<file path="src/rtl/if_id_fetch_queue_if.sv">
// if_id_fetch_queue_if: fetch-side push, decode-side head, stage control and status of the IF/ID queue.
interface if_id_fetch_queue_if #(
  parameter int PC_WIDTH    = 8,
  parameter int INSTR_WIDTH = 32,
  parameter int DEPTH       = 4
);
  logic                     in_valid;
  logic [PC_WIDTH-1:0]      in_pc;
  logic [INSTR_WIDTH-1:0]   in_instruction;
  logic                     in_ready;
  logic                     hold_IF_ID;
  logic                     IF_Flush;
  logic                     out_valid;
  logic [PC_WIDTH-1:0]      out_pc;
  logic [INSTR_WIDTH-1:0]   out_instruction;
  logic [$clog2(DEPTH):0]   count;
  logic                     full;
  logic                     empty;
  logic                     overflow;
  modport master (
    output in_valid, in_pc, in_instruction, hold_IF_ID, IF_Flush,
    input  in_ready, out_valid, out_pc, out_instruction, count, full, empty, overflow
  );
  modport slave (
    input  in_valid, in_pc, in_instruction, hold_IF_ID, IF_Flush,
    output in_ready, out_valid, out_pc, out_instruction, count, full, empty, overflow
  );
endinterface

</file>
<file path="src/rtl/if_id_fetch_queue.sv">
// if_id_fetch_queue: DEPTH-entry FIFO of (PC, instruction) pairs between fetch and decode.
module if_id_fetch_queue #(
  parameter int                     PC_WIDTH    = 8,
  parameter int                     INSTR_WIDTH = 32,
  parameter int                     DEPTH       = 4,
  parameter logic [INSTR_WIDTH-1:0] NOP_INSTR   = 'h5400_0000
) (
  input logic clk,
  input logic rst,
  if_id_fetch_queue_if.slave q
);
  localparam int AW = $clog2(DEPTH);
  logic [PC_WIDTH-1:0]    pc_mem    [DEPTH];
  logic [INSTR_WIDTH-1:0] instr_mem [DEPTH];
  logic [AW-1:0]          rd_ptr, wr_ptr;
  logic [AW:0]            cnt;
  logic                   ovf, full, empty, push, pop;
  assign full  = cnt == (AW+1)'(DEPTH);
  assign empty = cnt == '0;
  assign push  = q.in_valid && !full;
  assign pop   = !empty && !q.hold_IF_ID;
  always_ff @(posedge clk or negedge rst) begin
    if (!rst) begin
      rd_ptr <= '0;
      wr_ptr <= '0;
      cnt    <= '0;
      ovf    <= 1'b0;
    end else begin
      if (q.in_valid && full && !q.IF_Flush) ovf <= 1'b1;
      if (q.IF_Flush) begin
        rd_ptr <= '0;
        wr_ptr <= '0;
        cnt    <= '0;
      end else begin
        if (push) wr_ptr <= wr_ptr + 1'b1;
        if (pop) rd_ptr <= rd_ptr + 1'b1;
        cnt <= cnt + {{AW{1'b0}}, push} - {{AW{1'b0}}, pop};
      end
    end
  end
  // Storage is deliberately left unreset; empty gating hides stale entries.
  always_ff @(posedge clk) begin
    if (push && !q.IF_Flush) begin
      pc_mem[wr_ptr]    <= q.in_pc;
      instr_mem[wr_ptr] <= q.in_instruction;
    end
  end
  assign q.in_ready        = !full;
  assign q.out_valid       = !empty;
  assign q.out_pc          = empty ? '0 : pc_mem[rd_ptr];
  assign q.out_instruction = empty ? NOP_INSTR : instr_mem[rd_ptr];
  assign q.count           = cnt;
  assign q.full            = full;
  assign q.empty           = empty;
  assign q.overflow        = ovf;
endmodule

</file>
<file path="src/flat_wrapper.sv">
// flat-port wrapper written by rule: the top's interface ports become plain ports
module if_id_fetch_queue_flat 
#(
  parameter int                     PC_WIDTH    = 8,
  parameter int                     INSTR_WIDTH = 32,
  parameter int                     DEPTH       = 4,
  parameter logic [INSTR_WIDTH-1:0] NOP_INSTR   = 'h5400_0000
)
  (clk, rst, q_in_valid, q_in_pc, q_in_instruction, q_hold_IF_ID, q_IF_Flush, q_in_ready, q_out_valid, q_out_pc, q_out_instruction, q_count, q_full, q_empty, q_overflow);
  if_id_fetch_queue_if #(.PC_WIDTH(PC_WIDTH), .INSTR_WIDTH(INSTR_WIDTH), .DEPTH(DEPTH)) q_i ();
  input logic clk;
  input logic rst;
  input wire logic [$bits(q_i.in_valid)-1:0] q_in_valid;
  input wire logic [$bits(q_i.in_pc)-1:0] q_in_pc;
  input wire logic [$bits(q_i.in_instruction)-1:0] q_in_instruction;
  input wire logic [$bits(q_i.hold_IF_ID)-1:0] q_hold_IF_ID;
  input wire logic [$bits(q_i.IF_Flush)-1:0] q_IF_Flush;
  output wire logic [$bits(q_i.in_ready)-1:0] q_in_ready;
  output wire logic [$bits(q_i.out_valid)-1:0] q_out_valid;
  output wire logic [$bits(q_i.out_pc)-1:0] q_out_pc;
  output wire logic [$bits(q_i.out_instruction)-1:0] q_out_instruction;
  output wire logic [$bits(q_i.count)-1:0] q_count;
  output wire logic [$bits(q_i.full)-1:0] q_full;
  output wire logic [$bits(q_i.empty)-1:0] q_empty;
  output wire logic [$bits(q_i.overflow)-1:0] q_overflow;
  assign q_i.in_valid = q_in_valid;
  assign q_i.in_pc = q_in_pc;
  assign q_i.in_instruction = q_in_instruction;
  assign q_i.hold_IF_ID = q_hold_IF_ID;
  assign q_i.IF_Flush = q_IF_Flush;
  assign q_in_ready = q_i.in_ready;
  assign q_out_valid = q_i.out_valid;
  assign q_out_pc = q_i.out_pc;
  assign q_out_instruction = q_i.out_instruction;
  assign q_count = q_i.count;
  assign q_full = q_i.full;
  assign q_empty = q_i.empty;
  assign q_overflow = q_i.overflow;
  if_id_fetch_queue #(.PC_WIDTH(PC_WIDTH), .INSTR_WIDTH(INSTR_WIDTH), .DEPTH(DEPTH), .NOP_INSTR(NOP_INSTR)) u_core (.clk(clk), .rst(rst), .q(q_i));
endmodule
</file>
<file path="config.mk">
export PLATFORM = sky130hd
export DESIGN_NAME = if_id_fetch_queue_flat
export DESIGN_NICKNAME = d
export VERILOG_FILES = /design/src/rtl/if_id_fetch_queue_if.sv /design/src/rtl/if_id_fetch_queue.sv /design/src/flat_wrapper.sv
export SDC_FILE = /design/constraint.sdc
export NUM_CORES = 1
export LEC_CHECK = 0
export ABC_AREA = 1
export CAP_MARGIN = 20
export CORE_ASPECT_RATIO = 1.2
export CORE_MARGIN = 2
export CORE_UTILIZATION = 35
export DETAILED_ROUTE_END_ITERATION = 6
export SETUP_SLACK_MARGIN = 0.1
export SYNTH_ARGS = -nofsm -noshare
export SYNTH_HDL_FRONTEND = slang
export SYNTH_SLANG_ARGS = --single-unit
</file>
<file path="constraint.sdc">
create_clock -name clk -period 2.97 [get_ports clk]
set_clock_uncertainty 0.05 [all_clocks]
set_input_delay 0.594 -clock clk [delete_from_list [all_inputs] [get_ports clk]]
set_output_delay 0.594 -clock clk [all_outputs]
set_load 0.02 [all_outputs]
</file>
==> impl_metrics.csv <==
group,metric,value,unit
worst_setup_path,path_cells,"buf_12, nand2_1, nand3_1, a21oi_2, clkdlybuf4s50_1",
synthesis,synth_nets,741,
cts,clk_pin_slew,60,ps
worst_setup_path,crit_type,"reg -> out",
placed_design,port_buffers,92,
sta,finalCritPeriodShare,0.944,
worst_setup_path,critical_path_required,2330,ps
floorplan,die_h,163,µm
power,power-per-cell-area,835,nW/µm²
placed_design,gp_congestion,0.756,
detailed_routing,drt-wirelength-per-cell,14.5,µm
floorplan,die_w,136,µm
sta,fmax,0.357,GHz
detailed_routing,ant_nets,0,
detailed_routing,drc_errors,0,
cells_and_area,fillers,1893,
global_route,grt_use_met1,0.173,
worst_setup_path,crit_start,"u_core.rd_ptr[0]",
cells_and_area,drive_gt1_frac,0.104,
sta,worstMarginPinSlew,451,ps
floorplan,initial_core_util,0.354,
sta,fin_tns_setup,0,ps
sta,hold_viol_final,0,
cells_and_area,multi_input_area,1570,µm²
global_route,grt_use_met3,0.0392,
global_route,grt_util_met2,0.255,
cells_and_area,area_growth,27.1,%
cts,numCtsBuffers,17,
worst_setup_path,r2r_start,"u_core.q.count[1]",
sta,hold_ws,430,ps
global_route,antenna_found_initial,0,
cts,root_buffer,"clkbuf_16",
cells_and_area,register_area,5010,µm²
hold_path,min_path_type,"in -> async",
power,comb_power_share,0.362,
worst_setup_path,cp_slowest_cell,"clkdlybuf4s50_1",
worst_setup_path,crit_path_start_kind,"register",
worst_setup_path,cp_max_fo,63,
power,seq_power_share,0.366,
sta,report.final.slew_viol_count,0,
synthesis,syn_inst,689,
synthesis,yosysSeqAreaShare,0.680,
global_route,grt_pass1_vias,4751,
detailed_routing,drt_wl_total,15500,µm
power,switching_power,0.00270,W
run_status,status,"complete, no violations",
floorplan,fp.dieArea,22200,µm²
sta,rsz0062_at_grt,"true",
synthesis,synth.distinct_cells,24,
global_route,overflow,0,
cells_and_area,layout_commonest_cell,"inv_1",
sta,finalWorstSetupSlack,166,ps
cts,insertion_delay,420,ps
cells_and_area,antenna_cells,0,
worst_setup_path,cp.buffers_inverters,2,
detailed_routing,drtPass1Iterations,4,
sta,setup_viol,0,
placed_design,dp_hpwl,9250,µm
cts,clkSinkCount,168,
global_route,globalRoute.busiestLayer,"met2",
placed_design,pre_cts_ws,369,ps
floorplan,placementRows,58,
cts,h-tree-depth,4,
synthesis,syn-mean-instance-area,10.7,µm²
global_route,grt_max_degree,64,
floorplan,ioPinCount,93,
global_route,grt_pass1_wl,24200,µm
cells_and_area,nets,840,
power,internal-power,0.00511,W
power,peakVddDrop,0.421,mV
power,leakage,4.21,nW
cells_and_area,mostFrequentLayoutCells,"168 x inv_1, 167 x nand2_1, 160 x edfxtp_1",
worst_setup_path,crit_family,"buffers and inverters",
power,switching_share,0.346,
placed_design,place_area,8690,µm²
detailed_routing,via_per_inst,4.46,
synthesis,synth-seq-cells,168,
cts,clock_path_buffers,2,
sta,period_needed,2800,ps
power,p_clk_frac,0.273,
detailed_routing,via_count,4776,
detailed_routing,drtIter0Drc,411,
cells_and_area,final_area,9360,µm²
worst_setup_path,crit_path_end_kind,"primary output",
worst_setup_path,cpPeakStageDelay,620,ps
job,maxCapViolCount,0,
floorplan,coreArea,20800,µm²
global_route,grt_usage,0.146,
synthesis,synthesis.area,7360,µm²
worst_setup_path,arrival,2160,ps
synthesis,yosysWarnings,0,
sta,relSlewSlack,0.699,
cts,cts_tree,"yes",
[metal layers]
metal,vias to the layer above,share of wire
li1,2385,-
met1,2290,0.43
met2,83,0.52
met3,18,0.041
met4,0,0.016
met5,-,0
[path summary, 6_finish.rpt]
kind,end,cells past startpoint,slack (ps)
worst max-delay path,q_out_instruction[15],5,170
worst min-delay path,u_core.q.overflow,1,430
worst max register to register,u_core.q.count[2],11,880
worst min register to register,u_core.q.overflow,1,430
max in group asynchronous,u_core.rd_ptr[0],1,2080
min in group clk,u_core.q.overflow,1,430
[stage by stage]
step | cells | util | total power [W]
6_report | 1071 | 0.449 | 0.00782
5_1_grt | 1071 | 0.449 | 0.00824
4_1_cts | 1070 | 0.445 | 0.00789
3_5_place_dp | 1037 | 0.417 | 0.00582
3_3_place_gp | 1037 | 0.417 | 0.00581
2_1_floorplan | 689 | - | 0.00460
[flip-flops by register name, summed over array words and instances (netlist names)]
signal / count
u_core.instr_mem: 128
u_core.pc_mem: 32
u_core.q.count: 3
u_core.rd_ptr: 2
u_core.wr_ptr: 2
u_core.q.overflow: 1
[cells in the mapped netlist, drive strengths merged]
cell type  instances  area (µm²)
or2                1        6.26
buf               28         166
o21ai              3        15.0
o211ai             3        22.5
nand3             82         410
clkinv             1        3.75
o21bai             1        7.51
inv              172         646
clkbuf             2        7.51
a21oi             39         270
nor2              10        45.0
ha                 6        75.1
nand4              3        18.8
dfrtp              8         200
nand2            169         644
fa                 1        20.0
edfxtp           160        4800
[worst reg2reg max path: cells and delay by family, from the launching register on]
kind / cells / cell delay, ps
fa+ha+maj: 3 / 770
flops: 1 / 460
simple gates: 4 / 410
buf+inv: 3 / 160
compound gates: 1 / 130
[kinds of logic after synthesis]
kind of cell | count (synthesis) | synth area share
simple gates | 265 | 0.153
buf+inv | 203 | 0.112
compound gates | 46 | 0.0428
flops | 168 | 0.680
fa+ha+maj | 7 | 0.0129
[timing repair]
action / 4_1_cts / 5_1_grt
buffers inserted: 1 / 0
gates cloned: 0 / 1
resized for setup: 15 / 28
hold buffers: 0 / 0
setup endpoints to repair: 37 / 25
[layout make-up]
class | count | area share
tap | 270 | 0.0361
clock buffer | 18 | 0.0458
inverter | 173 | 0.0698
multi-input combinational | 318 | 0.167
sequential | 168 | 0.535
clock inverter | 14 | 0.0158
timing repair buffer | 110 | 0.130
[power by group through the flow]
stage | Sequential [W] | Clock, W | Combinational (W)
finish | 0.00286 | 0.00213 | 0.00283
floorplan | 0.00291 | 0 | 0.00169
global placement | 0.00292 | 0 | 0.00289
global route | 0.00288 | 0.00226 | 0.00310
CTS | 0.00286 | 0.00216 | 0.00287
detailed placement | 0.00292 | 0 | 0.00290
Power figures use the tool's default switching activity.
